==> src/rtl/apb_master_bridge_if.sv <==
// CPU request/response and APB bus signals of the Pep9 APB master bridge.
// master = bridge view, slave = view of the CPU and APB slave around it.
interface apb_master_bridge_if;
  logic        CpuReq;
  logic        CpuWrite;
  logic        CpuWord;
  logic [15:0] CpuAddr;
  logic [15:0] CpuWData;
  logic        CpuAck;
  logic        CpuDone;
  logic        CpuErr;
  logic [15:0] CpuRData;
  logic        Busy;
  logic [15:0] PAddr;
  logic        PSelx;
  logic        PEnable;
  logic        PWrite;
  logic [7:0]  PWData;
  logic        PReady;
  logic [7:0]  PRData;

  modport master (
    input  CpuReq, CpuWrite, CpuWord, CpuAddr, CpuWData, PReady, PRData,
    output CpuAck, CpuDone, CpuErr, CpuRData, Busy, PAddr, PSelx, PEnable, PWrite, PWData
  );

  modport slave (
    output CpuReq, CpuWrite, CpuWord, CpuAddr, CpuWData, PReady, PRData,
    input  CpuAck, CpuDone, CpuErr, CpuRData, Busy, PAddr, PSelx, PEnable, PWrite, PWData
  );
endinterface

==> src/rtl/apb_master_bridge.sv <==
// Pep9 CPU request -> APB SETUP/ACCESS master with one-deep hold register and ACCESS timeout.
// Define PEP9_WORD_ACCESS_EN to turn CpuWord requests into two big-endian byte transfers.
module apb_master_bridge #(
  parameter int TIMEOUT_CYCLES = 16
) (
  input logic PClk,
  input logic PReset,
  apb_master_bridge_if.master bus
);

  localparam int CW = (TIMEOUT_CYCLES > 1) ? $clog2(TIMEOUT_CYCLES + 1) : 1;
  localparam logic [CW-1:0] TIMEOUT_LIMIT = CW'(TIMEOUT_CYCLES);

  typedef enum logic [1:0] {IDLE, SETUP, ACCESS} state_t;

  state_t        state;
  logic [15:0]   hold_addr;
  logic [7:0]    hold_lo;
  logic          hold_write;
  logic          hold_word;
  logic          second_pending;
  logic [7:0]    hi_byte;
  logic [CW-1:0] wait_count;
  logic [CW-1:0] count_next;
  logic          req_word;

`ifdef PEP9_WORD_ACCESS_EN
  assign req_word = bus.CpuWord;
`else
  logic unused_word;
  assign unused_word = bus.CpuWord;
  assign req_word    = 1'b0;
`endif

  assign count_next = wait_count + 1'b1;

  always_ff @(posedge PClk or posedge PReset) begin
    if (PReset) begin
      state          <= IDLE;
      hold_addr      <= '0;
      hold_lo        <= '0;
      hold_write     <= 1'b0;
      hold_word      <= 1'b0;
      second_pending <= 1'b0;
      hi_byte        <= '0;
      wait_count     <= '0;
      bus.CpuAck     <= 1'b0;
      bus.CpuDone    <= 1'b0;
      bus.CpuErr     <= 1'b0;
      bus.CpuRData   <= '0;
      bus.Busy       <= 1'b0;
      bus.PAddr      <= '0;
      bus.PSelx      <= 1'b0;
      bus.PEnable    <= 1'b0;
      bus.PWrite     <= 1'b0;
      bus.PWData     <= '0;
    end else begin
      bus.CpuAck  <= 1'b0;
      bus.CpuDone <= 1'b0;
      bus.CpuErr  <= 1'b0;
      case (state)
        IDLE: begin
          if (bus.CpuReq && !bus.Busy) begin
            hold_addr      <= bus.CpuAddr;
            hold_lo        <= bus.CpuWData[7:0];
            hold_write     <= bus.CpuWrite;
            hold_word      <= req_word;
            second_pending <= req_word;
            bus.CpuAck     <= 1'b1;
            bus.Busy       <= 1'b1;
            // APB outputs are loaded here so they are already valid during SETUP.
            bus.PSelx      <= 1'b1;
            bus.PEnable    <= 1'b0;
            bus.PAddr      <= bus.CpuAddr;
            bus.PWrite     <= bus.CpuWrite;
            bus.PWData     <= req_word ? bus.CpuWData[15:8] : bus.CpuWData[7:0];
            state          <= SETUP;
          end
        end
        SETUP: begin
          bus.PEnable <= 1'b1;
          wait_count  <= '0;
          state       <= ACCESS;
        end
        ACCESS: begin
          if (bus.PReady) begin
            if (second_pending) begin
              if (!hold_write) hi_byte <= bus.PRData;
              second_pending <= 1'b0;
              bus.PEnable    <= 1'b0;
              bus.PAddr      <= hold_addr + 16'd1;
              bus.PWData     <= hold_lo;
              state          <= SETUP;
            end else begin
              if (!hold_write)
                bus.CpuRData <= hold_word ? {hi_byte, bus.PRData} : {8'h00, bus.PRData};
              bus.CpuDone <= 1'b1;
              bus.Busy    <= 1'b0;
              bus.PSelx   <= 1'b0;
              bus.PEnable <= 1'b0;
              state       <= IDLE;
            end
          end else if ((TIMEOUT_CYCLES != 0) && (count_next == TIMEOUT_LIMIT)) begin
            // Abort: skip any pending second byte and leave CpuRData untouched.
            second_pending <= 1'b0;
            wait_count     <= '0;
            bus.CpuDone    <= 1'b1;
            bus.CpuErr     <= 1'b1;
            bus.Busy       <= 1'b0;
            bus.PSelx      <= 1'b0;
            bus.PEnable    <= 1'b0;
            state          <= IDLE;
          end else begin
            wait_count <= count_next;
          end
        end
        default: state <= IDLE;
      endcase
    end
  end

endmodule

==> src/flat_wrapper.sv <==
// flat-port wrapper written by rule: the top's interface ports become plain ports
module apb_master_bridge_flat 
#(
  parameter int TIMEOUT_CYCLES = 16
)
  (PClk, PReset, bus_CpuReq, bus_CpuWrite, bus_CpuWord, bus_CpuAddr, bus_CpuWData, bus_PReady, bus_PRData, bus_CpuAck, bus_CpuDone, bus_CpuErr, bus_CpuRData, bus_Busy, bus_PAddr, bus_PSelx, bus_PEnable, bus_PWrite, bus_PWData);
  apb_master_bridge_if bus_i ();
  input logic PClk;
  input logic PReset;
  input wire logic [$bits(bus_i.CpuReq)-1:0] bus_CpuReq;
  input wire logic [$bits(bus_i.CpuWrite)-1:0] bus_CpuWrite;
  input wire logic [$bits(bus_i.CpuWord)-1:0] bus_CpuWord;
  input wire logic [$bits(bus_i.CpuAddr)-1:0] bus_CpuAddr;
  input wire logic [$bits(bus_i.CpuWData)-1:0] bus_CpuWData;
  input wire logic [$bits(bus_i.PReady)-1:0] bus_PReady;
  input wire logic [$bits(bus_i.PRData)-1:0] bus_PRData;
  output wire logic [$bits(bus_i.CpuAck)-1:0] bus_CpuAck;
  output wire logic [$bits(bus_i.CpuDone)-1:0] bus_CpuDone;
  output wire logic [$bits(bus_i.CpuErr)-1:0] bus_CpuErr;
  output wire logic [$bits(bus_i.CpuRData)-1:0] bus_CpuRData;
  output wire logic [$bits(bus_i.Busy)-1:0] bus_Busy;
  output wire logic [$bits(bus_i.PAddr)-1:0] bus_PAddr;
  output wire logic [$bits(bus_i.PSelx)-1:0] bus_PSelx;
  output wire logic [$bits(bus_i.PEnable)-1:0] bus_PEnable;
  output wire logic [$bits(bus_i.PWrite)-1:0] bus_PWrite;
  output wire logic [$bits(bus_i.PWData)-1:0] bus_PWData;
  assign bus_i.CpuReq = bus_CpuReq;
  assign bus_i.CpuWrite = bus_CpuWrite;
  assign bus_i.CpuWord = bus_CpuWord;
  assign bus_i.CpuAddr = bus_CpuAddr;
  assign bus_i.CpuWData = bus_CpuWData;
  assign bus_i.PReady = bus_PReady;
  assign bus_i.PRData = bus_PRData;
  assign bus_CpuAck = bus_i.CpuAck;
  assign bus_CpuDone = bus_i.CpuDone;
  assign bus_CpuErr = bus_i.CpuErr;
  assign bus_CpuRData = bus_i.CpuRData;
  assign bus_Busy = bus_i.Busy;
  assign bus_PAddr = bus_i.PAddr;
  assign bus_PSelx = bus_i.PSelx;
  assign bus_PEnable = bus_i.PEnable;
  assign bus_PWrite = bus_i.PWrite;
  assign bus_PWData = bus_i.PWData;
  apb_master_bridge #(.TIMEOUT_CYCLES(TIMEOUT_CYCLES)) u_core (.PClk(PClk), .PReset(PReset), .bus(bus_i));
endmodule
==> config.mk <==
export PLATFORM = sky130hd
export DESIGN_NAME = apb_master_bridge_flat
export DESIGN_NICKNAME = d
export VERILOG_FILES = /design/src/rtl/apb_master_bridge_if.sv /design/src/rtl/apb_master_bridge.sv /design/src/flat_wrapper.sv
export SDC_FILE = /design/constraint.sdc
export NUM_CORES = 1
export LEC_CHECK = 0
export ABC_AREA = 1
export CORE_UTILIZATION = 40
export CTS_CLUSTER_SIZE = 10
export DETAILED_ROUTE_END_ITERATION = 6
export PLACE_DENSITY_LB_ADDON = 0.3
export SETUP_SLACK_MARGIN = 0.2
export SLEW_MARGIN = 20
export SYNTH_ARGS = -nofsm -noshare
export SYNTH_HDL_FRONTEND = slang
export SYNTH_SLANG_ARGS = --single-unit
==> constraint.sdc <==
create_clock -name PClk -period 1.6 [get_ports PClk]
set_input_delay 0.24 -clock PClk [delete_from_list [all_inputs] [get_ports PClk]]
set_output_delay 0.24 -clock PClk [all_outputs]
set_load 0.005 [all_outputs]
* Word level (Yosys, flattened, before mapping)
Cells that the tools add are included.
** Storage, ports and cells
- Memories kept :: 0
- Register bits after elaboration :: 70
- Bits in latches :: 0
- Output and inout port bits :: 47
- Bits in read-only memories :: 0
- Bits of input ports :: 46
- Bits in writable memories :: 0
** Operators by class
- Bitwise gates (word level) :: 2
- Add/subtract/negate cells :: 2
- Order comparisons :: 0
- $mul :: 0
- Reduce and logical (&&, ||, !) cells :: 14
- Mux-type cells :: 33
- Shift operators :: 0
- Equal/unequal tests :: 9
- Divide/modulo/power cells :: 0
** Operator list (number)
- 2-to-1 mux 16 bit :: 3
- one-hot mux 16 bit (2 select lines) :: 1
- 2-to-1 mux 8 bit :: 3
- adder 16 x 1 -> 16 bit, second input constant :: 1
- one-hot mux 8 bit (2 select lines) :: 1
- 2-to-1 mux 1 bit :: 15
- AND reduction 4 bit :: 3
- 2-to-1 mux 5 bit :: 2
- one-hot mux 5 bit (2 select lines) :: 1
- 2-to-1 mux 2 bit :: 3
- one-hot mux 2 bit (3 select lines) :: 1
- AND reduction 2 bit :: 3
- AND reduction 3 bit :: 2
- adder 5 x 1 -> 5 bit, second input constant :: 1
- equality test 5 bit, second input constant :: 1
- != test 2 x 1 -> 1 bit, second input constant :: 2
- != test 2 bit, second input constant :: 2
- one-hot mux 1 bit (2 select lines) :: 2
- nonzero test 2 bit :: 2
- != test 3 x 2 -> 1 bit, second input constant :: 1
- != test 3 bit, second input constant :: 1
- one-hot mux 1 bit (3 select lines) :: 1
- nonzero test 3 bit :: 1
- equality test 2 x 1 -> 1 bit, second input constant :: 1
- other kinds (5) :: 6

* Depth between registers and ports, before layout
Gate-level depths: netlist of the first run.
- Word-level depth :: 5
- Gate-level depth with buffers :: 8

* Worst setup path before layout of the first run
OpenSTA, ideal clock, no wires.
- Kind :: register to register
- Start :: reg u_core.state[0]
- End :: reg u_core.bus.PAddr[9]
- Buffers on the path :: 1
- Required time :: 1484 ps
- Stages on the path, launching flop included :: 6
- Arrival :: 1307 ps
- Path slack :: 177 ps
- Period minus slack after synthesis :: 1423 ps
- Cells stage by stage :: dfrtp_1 > nor4_4 > inv_4 > buf_6 > nand2_1 > nand2_1
** On the way
- Word-level cells in the longest chain between the ends :: 3
- Elaborated cells on any way between the ends :: 8
- Classes of those cells :: 4 x eq/ne; 1 x mux; 3 x reduce/logical
** RTL lines
- start: declaration :: line apb_master_bridge.sv:16 : state_t state;
- start signal: assignment :: line apb_master_bridge.sv:39 : state <= IDLE;
- start signal: assignment :: line apb_master_bridge.sv:77 : state <= SETUP;
- start signal: assignment :: line apb_master_bridge.sv:83 : state <= ACCESS;
- equality test 2 bit / zero test 2 bit (equally long branches) :: line apb_master_bridge.sv:61 : case (state)
- != test 2 x 1 -> 1 bit (no source line) (tied with other cells)
- AND reduction 4 bit (no source line)
- end signal: assignment :: line apb_master_bridge.sv:74 : bus.PAddr <= bus.CpuAddr;
- end signal: assignment :: line apb_master_bridge.sv:91 : bus.PAddr <= hold_addr + 16'd1;
- end: declaration :: line apb_master_bridge_if.sv:24 : output CpuAck, CpuDone, CpuErr, CpuRData, Busy, PAddr, PSelx, PEnable, PWrite, PWData
Parallel ways exist; a longest one is shown, timed or not.
A chain may end at the register's enable or synchronous reset.

* Final worst setup path of the first run
- Start :: reg u_core.bus.CpuDone
- End :: out bus_CpuDone
** RTL lines
- start: declaration :: line apb_master_bridge_if.sv:24
- start signal: assignment :: line apb_master_bridge.sv:48 : bus.CpuDone <= 1'b0;
- start signal: assignment :: line apb_master_bridge.sv:59 : bus.CpuDone <= 1'b0;
- start signal: assignment :: line apb_master_bridge.sv:97 : bus.CpuDone <= 1'b1;
- end: declaration :: line flat_wrapper.sv:18 : output wire logic [$bits(bus_i.CpuDone)-1:0] bus_CpuDone;
No word-level cell between the ends.

==> summary.txt, run 1 <==
Status
  • Status: finished clean

Route
  • Detailed Routing Iterations Pass 1: 4
  • DR iter-0 viols: 127
  • Wire per inst: 10.9 um
  • Highest signal layer in the routed design: met4
  • Post-Route M1 WL: 1.73 mm
  • Wire length on met2: 1.97 mm
  • # DRC: 0
  • Via Count: 1599
  • Post-DRT Antenna Nets: 0
  • Via-per-instance ratio: 4.29
  • WL met3: 320 um
  • Drt total wl: 4.07 mm

Global routing
  • First-pass GRT wire length: 6.51 mm
  • Vias in the first global route: 1442
  • GRT Util Overall: 16.1%
  • Largest net degree at the start of global routing: 33
  • GR Overflow Total: 0
  • Initial antenna violation count: 0

Cells and area
  • Ant diodes: 0
  • Layout cells sized above 1: 16.3%
  • Post-route cell area: 0.00298 sq mm
  • Area Growth Syn to Fin: 50.9%
  • Post-layout nets: 352
  • Final core utilization: 63.1%

Timing
  • Slew Viols, Final: 0
  • Final WS setup: 0.256 ns
  • Fmax: 744 MHz
  • Setup Skew: 0.00384 ns
  • Final setup viols: 0
  • Fin Hold WS: 0.223 ns
  • Setup_tns: 0 ns
  • Hold Vio Cnt, Final: 0
  • Final worst-path cycle share: 84.0%
  • RSZ-0062 raised after global routing: no
  • Min Tclk post-route: 1.34 ns

CTS
  • CTS clk-pin slew, worst paths: 0.08 ns
  • Max clock buf depth: 2
  • Total CTS buffers: 5
  • CTS tree: done
  • CTS Root Cell: clkbuf_8
  • Skew-Pair Late Insertion Delay: 0.29 ns
  • Htree depth: 2
  • Clock sinks: 45

Placed design
  • Worst slack at placement: -0.0333 ns
  • GP Congestion: 0.743
  • Placed Area: 0.00276 sq mm
  • I/O Buffers: 75
  • DP Wirelength: 2.72 mm

Worst setup path
  • Setup crit start kind: flop
  • Crit path cell chain: clkdlybuf4s50_1
  • Critical Path Sink Type: output pin
  • CP max FO: 1
  • Worst Path Buf+Inv: 1
  • Critical-path top delay cell: clkdlybuf4s50_1
  • CP top delay family: buffers and inverters
  • Critical Path RT: 1.36 ns
  • Max stage delay on crit path: 0.49 ns
  • CP Class: reg -> out
  • Worst Path Arrival: 1.10 ns

Synthesis
  • Total number of yosys warnings: 0
  • Post-synth EDFFs: 0
  • Yosys top cell area share: 57.0%
  • Mapped Cells: 216
  • Ys async rst share: 100%
  • Synth top cells by count: 96 x nand2_1, 45 x dfrtp_1, 17 x inv_1
  • Most used DFF post-synth: dfrtp_1
  • Yosys cell types: 24
  • Synth Area per Inst: 9.14 sq um
  • Area contributors post-synth: dfrtp_1 57%, nand2_1 18%, buf_6 4.0%
  • Cell Area, Synth: 0.00197 sq mm
  • FF+latch count, synth: 45
  • Seq/Total Area, Yosys: 57.0%
  • Largest area contributor in the netlist: dfrtp_1
  • Count leader, synth: nand2_1

Worst hold path
  • Hold crit path type: in -> async

Die
  • Initial Utilization: 41.8%
  • Chip width: 72.3 um
  • Die Area: 0.00522 sq mm
  • FP Rows: 25
  • Die H: 72.3 um
  • IO Pins: 93
  • Core area: 0.00472 sq mm

Power
  • Max IR drop VDD: 0.000798 V
  • Leakage power: 1.67 nW
  • Cell Pwr Density: 1510 mW/mm^2

Run
  • Maxcap violations: 0
==> sequential cells by signal, summed over array words and instances (netlist names) <==
| name | count |
|---|---|
| u_core.bus.CpuAck | 1 |
| u_core.bus.CpuDone | 1 |
| u_core.bus.CpuErr | 1 |
| u_core.bus.CpuRData | 8 |
| u_core.bus.PAddr | 16 |
| u_core.bus.PEnable | 1 |
| u_core.bus.PSelx | 1 |
| u_core.bus.PWData | 8 |
| u_core.hold_write | 1 |
| u_core.state | 2 |
| u_core.wait_count | 5 |
==> where the power goes <==
group / internal [mW] / switching (mW) / leakage [nW]
logic: 1.10 / 0.836 / 1.06
clock network: 0.309 / 0.369 / 0.0385
registers: 1.62 / 0.284 / 0.570
total: 3.02 / 1.49 / 1.67
==> per-layer routing <==
metal  global-route usage [%]  vias to the layer above
met2                     25.6                       55
met3                     6.67                        6
li1                         -                      818
met1                     20.0                      720
met4                     5.23                        0
met5                        0                        -
==> area by class of cell <==
| cell class | count | area, sq um |
|---|---|---|
| timing repair buffer | 93 | 940 |
| inverter | 18 | 72.6 |
| sequential | 45 | 1130 |
| fill | 396 | 1740 |
| clock buffer | 7 | 76.3 |
| multi-input combinational | 142 | 672 |
| tap | 67 | 83.8 |
| clock inverter | 1 | 7.51 |
==> logic make-up after synthesis <==
logic type / synth area share (%)
fa+ha+maj: 0.634
simple gates: 25.9
other cells: 0.190
xor+xnor: 0.444
buf+inv: 11.4
compound gates: 4.37
flops: 57.0
==> path summary, 6_finish.rpt <==
check,endpoint,cells after the start,slack [ns],from
worst min-delay path,u_core.bus.CpuRData[4],2,0.22,PReset
worst max-delay path,bus_CpuDone,1,0.26,u_core.bus.CpuDone
max in group asynchronous,u_core.bus.PSelx,3,0.90,PReset
min in group PClk,u_core.bus.PAddr[1],2,0.47,u_core.bus.PAddr[1]
worst max register to register,u_core.bus.CpuRData[6],7,0.28,u_core.state[1]
worst min register to register,u_core.bus.PAddr[1],2,0.47,u_core.bus.PAddr[1]
==> what timing repair did <==
item                                    in CTS  in global routing
pin swaps                                    0                  2
resized for setup                           26                 21
gates cloned                                 0                  1
setup buffers                                7                  4
endpoints found under the setup margin      28                 26
hold buffers                                 0                  0
==> metrics by stage <==
step / power, mW / std cells
after detailed placement: 3.91 / 353
after floorplan: 2.82 / 223
after global routing: 4.89 / 373
after global placement: 3.85 / 353
after CTS: 4.51 / 368
final: 4.51 / 373
==> placed cells by master (no fill, tap or decap), types with 2 or more instances in the layout <==
| master | instances |
|---|---|
| nand2_1 | 94 |
| dfrtp_1 | 44 |
| clkdlybuf4s50_1 | 38 |
| dlygate4sd2_1 | 25 |
| inv_1 | 15 |
| buf_4 | 14 |
| dlymetal6s2s_1 | 12 |
| nand2_2 | 8 |
| o21ai_2 | 8 |
| conb_1 | 8 |
| nand3_1 | 6 |
| clkbuf_8 | 5 |
| nor2_1 | 4 |
| buf_12 | 3 |
| inv_2 | 2 |
| nand4_1 | 2 |
| o21ai_0 | 2 |
| clkbuf_1 | 2 |
Power figures use the tool's default switching activity.
==> run 2, diff against run 1 <==
clock period = 1.3 ns   (was 1.6 ns; I/O delays follow)
==> summary.txt, run 2 (same netlist as run 1, synthesis figures left out) <==
Cells and area
  • Most frequent cells in the layout: 58 x nand2_1, 41 x dfrtp_1, 39 x nand2_2, 36 x clkdlybuf4s50_1, 31 x buf_4
  • Non-filler instance count after layout: 402
  • Post-route cell area: 0.00332 sq mm
  • Post-layout nets: 382
  • Ant diodes: 0
  • Max reg flops: 16
  • Layout cells sized above 1: 49.3%
  • Area Growth Syn to Fin: 68.4%
  • Commonest non-fill, non-tap cell in the layout: nand2_1
  • Largest regs: u_core.bus.PAddr x16, u_core.bus.CpuRData x8, u_core.bus.PWData x8
  • Largest Register: u_core.bus.PAddr

Worst setup path
  • CP dominant cell by count: nand2_2
  • Setup crit start kind: flop
  • R2R depth: 7
  • Worst Path Buf+Inv: 2
  • Critical-path top delay cell: dfrtp_1
  • Worst Path Arrival: 1.54 ns
  • Crit path cell chain: inv_2, nor2_4, nand2_2, or2_4, buf_12, nand2_2, o21ai_2
  • Reg-to-Reg Start: u_core.state[1]
  • CP max FO: 8
  • CP Class: reg -> reg
  • Critical Path RT: 1.49 ns
  • CP top delay family: simple AND/OR/NAND/NOR gates
  • Stages on the worst setup path: 7
  • Critical Path Sink Type: flop
  • Register-to-Register Setup Slack: -0.05 ns
  • Max stage delay on crit path: 0.43 ns
  • FF-to-FF End: u_core.bus.CpuRData[2]

Placed design
  • Cells after DPL: 354
  • GP Congestion: 0.765
  • Placed Area: 0.00280 sq mm
  • I/O Buffers: 75
  • DP Wirelength: 2.91 mm

Timing
  • Hold Vio Cnt, Final: 0
  • Final worst-path cycle share: 104%
  • RSZ-0062 raised after global routing: yes
  • Min Tclk post-route: 1.35 ns
  • Final WS setup: -0.0522 ns
  • Slew Viols, Final: 0
  • Final setup viols: 25
  • Setup_tns: -0.445 ns
  • Fmax: 740 MHz
  • Setup Skew: 0.00528 ns

Status
  • Failing checks: setup timing
  • Status: finished, violations left

Power
  • Max IR drop VDD: 0.00107 V
  • Cell Pwr Density: 1990 mW/mm^2
  • Leakage power: 1.70 nW

Route
  • DR iter-0 viols: 88
  • Post-DRT Antenna Nets: 0
  • Detailed Routing Iterations Pass 1: 4
  • Wire per inst: 13.2 um
  • Via-per-instance ratio: 4.43
  • Via Count: 1780
  • Drt total wl: 5.31 mm
  • # DRC: 0

CTS
  • Skew-Pair Late Insertion Delay: 0.29 ns
  • Htree depth: 2
  • CTS clk-pin slew, worst paths: 0.08 ns
  • Hold buffer count at cts: 0
  • Max clock buf depth: 2
  • Total CTS buffers: 5
  • Clock sinks: 45
  • CTS tree: done
  • CTS Root Cell: clkbuf_8

Die
  • Chip width: 72.3 um
  • FP Rows: 25
  • Die Area: 0.00522 sq mm
  • Die H: 72.3 um
  • IO Pins: 93
  • Initial Utilization: 41.8%
  • Core area: 0.00472 sq mm

Global routing
  • Largest net degree at the start of global routing: 30
  • Initial antenna violation count: 0
  • First-pass GRT wire length: 7.95 mm
  • GRT Util Overall: 20.3%
  • GR Overflow Total: 0
  • Vias in the first global route: 1733

Run
  • Maxcap violations: 0

Worst hold path
  • Hold crit path type: in -> async
run 2: cell type report:
type	count	area [sq um]
timing repair inverter	2	27.5
tap	67	83.8
timing repair buffer	121	1070
inverter	18	90.1
sequential	45	1130
multi-input combinational	142	835
clock buffer	7	86.3
fill	368	1400
run 2: stage by stage:
step	hold WS, ns	util (%)	setup slack (ns)	power (mW)
global route	0.293	70.4	-0.106	7.08
floorplan	0.206	-	-0.0794	3.52
finish	0.284	70.4	-0.0522	6.62
global placement	0.462	59.3	-0.285	4.78
detailed placement	0.463	59.3	-0.365	4.87
CTS	0.280	67.0	-0.0187	6.22
run 2: timing repair:
item | 4_1_cts | 5_1_grt
gates resized for setup | 154 | 49
gates cloned | 3 | 2
setup endpoints to repair | 83 | 67
pin swaps | 11 | 5
setup buffers | 20 | 16
run 2: worst register-to-register path, cell delays in order (launching register included):
cell,delay (ns)
dfrtp_1,0.43
inv_2,0.08
nor2_4,0.11
nand2_2,0.07
or2_4,0.28
buf_12,0.15
nand2_2,0.07
o21ai_2,0.05
run 2: per-layer routing:
| layer | up-vias | share of wire [%] | wire length, um | global-route usage, % |
|---|---|---|---|---|
| met5 | - | 0 | 0 | 0 |
| met4 | 0 | 2.0 | 104 | 7.84 |
| met3 | 11 | 4.6 | 246 | 5.56 |
| met2 | 57 | 54 | 2850 | 35.1 |
| met1 | 831 | 40 | 2120 | 23.9 |
| li1 | 881 | - | - | - |
run 2: worst max path at each step:
stage               startpoint                      to  slack (ns)
2_1_floorplan  u_core.state[1]     u_core.bus.PAddr[9]       -0.08
3_3_place_gp        bus_CpuReq     u_core.bus.PAddr[5]       -0.28
3_5_place_dp        bus_CpuReq     u_core.bus.PAddr[5]       -0.36
4_1_cts        u_core.state[1]    u_core.wait_count[4]       -0.02
5_1_grt        u_core.state[1]  u_core.bus.CpuRData[2]       -0.11
6_report       u_core.state[1]  u_core.bus.CpuRData[2]       -0.05
run 2: power breakdown:
part | leakage [nW] | internal (mW) | total, mW | switching (mW)
clock network | 0.0443 | 0.422 | 0.873 | 0.450
registers | 0.565 | 2.00 | 2.45 | 0.454
logic | 1.09 | 1.85 | 3.29 | 1.44
total | 1.70 | 4.28 | 6.62 | 2.35
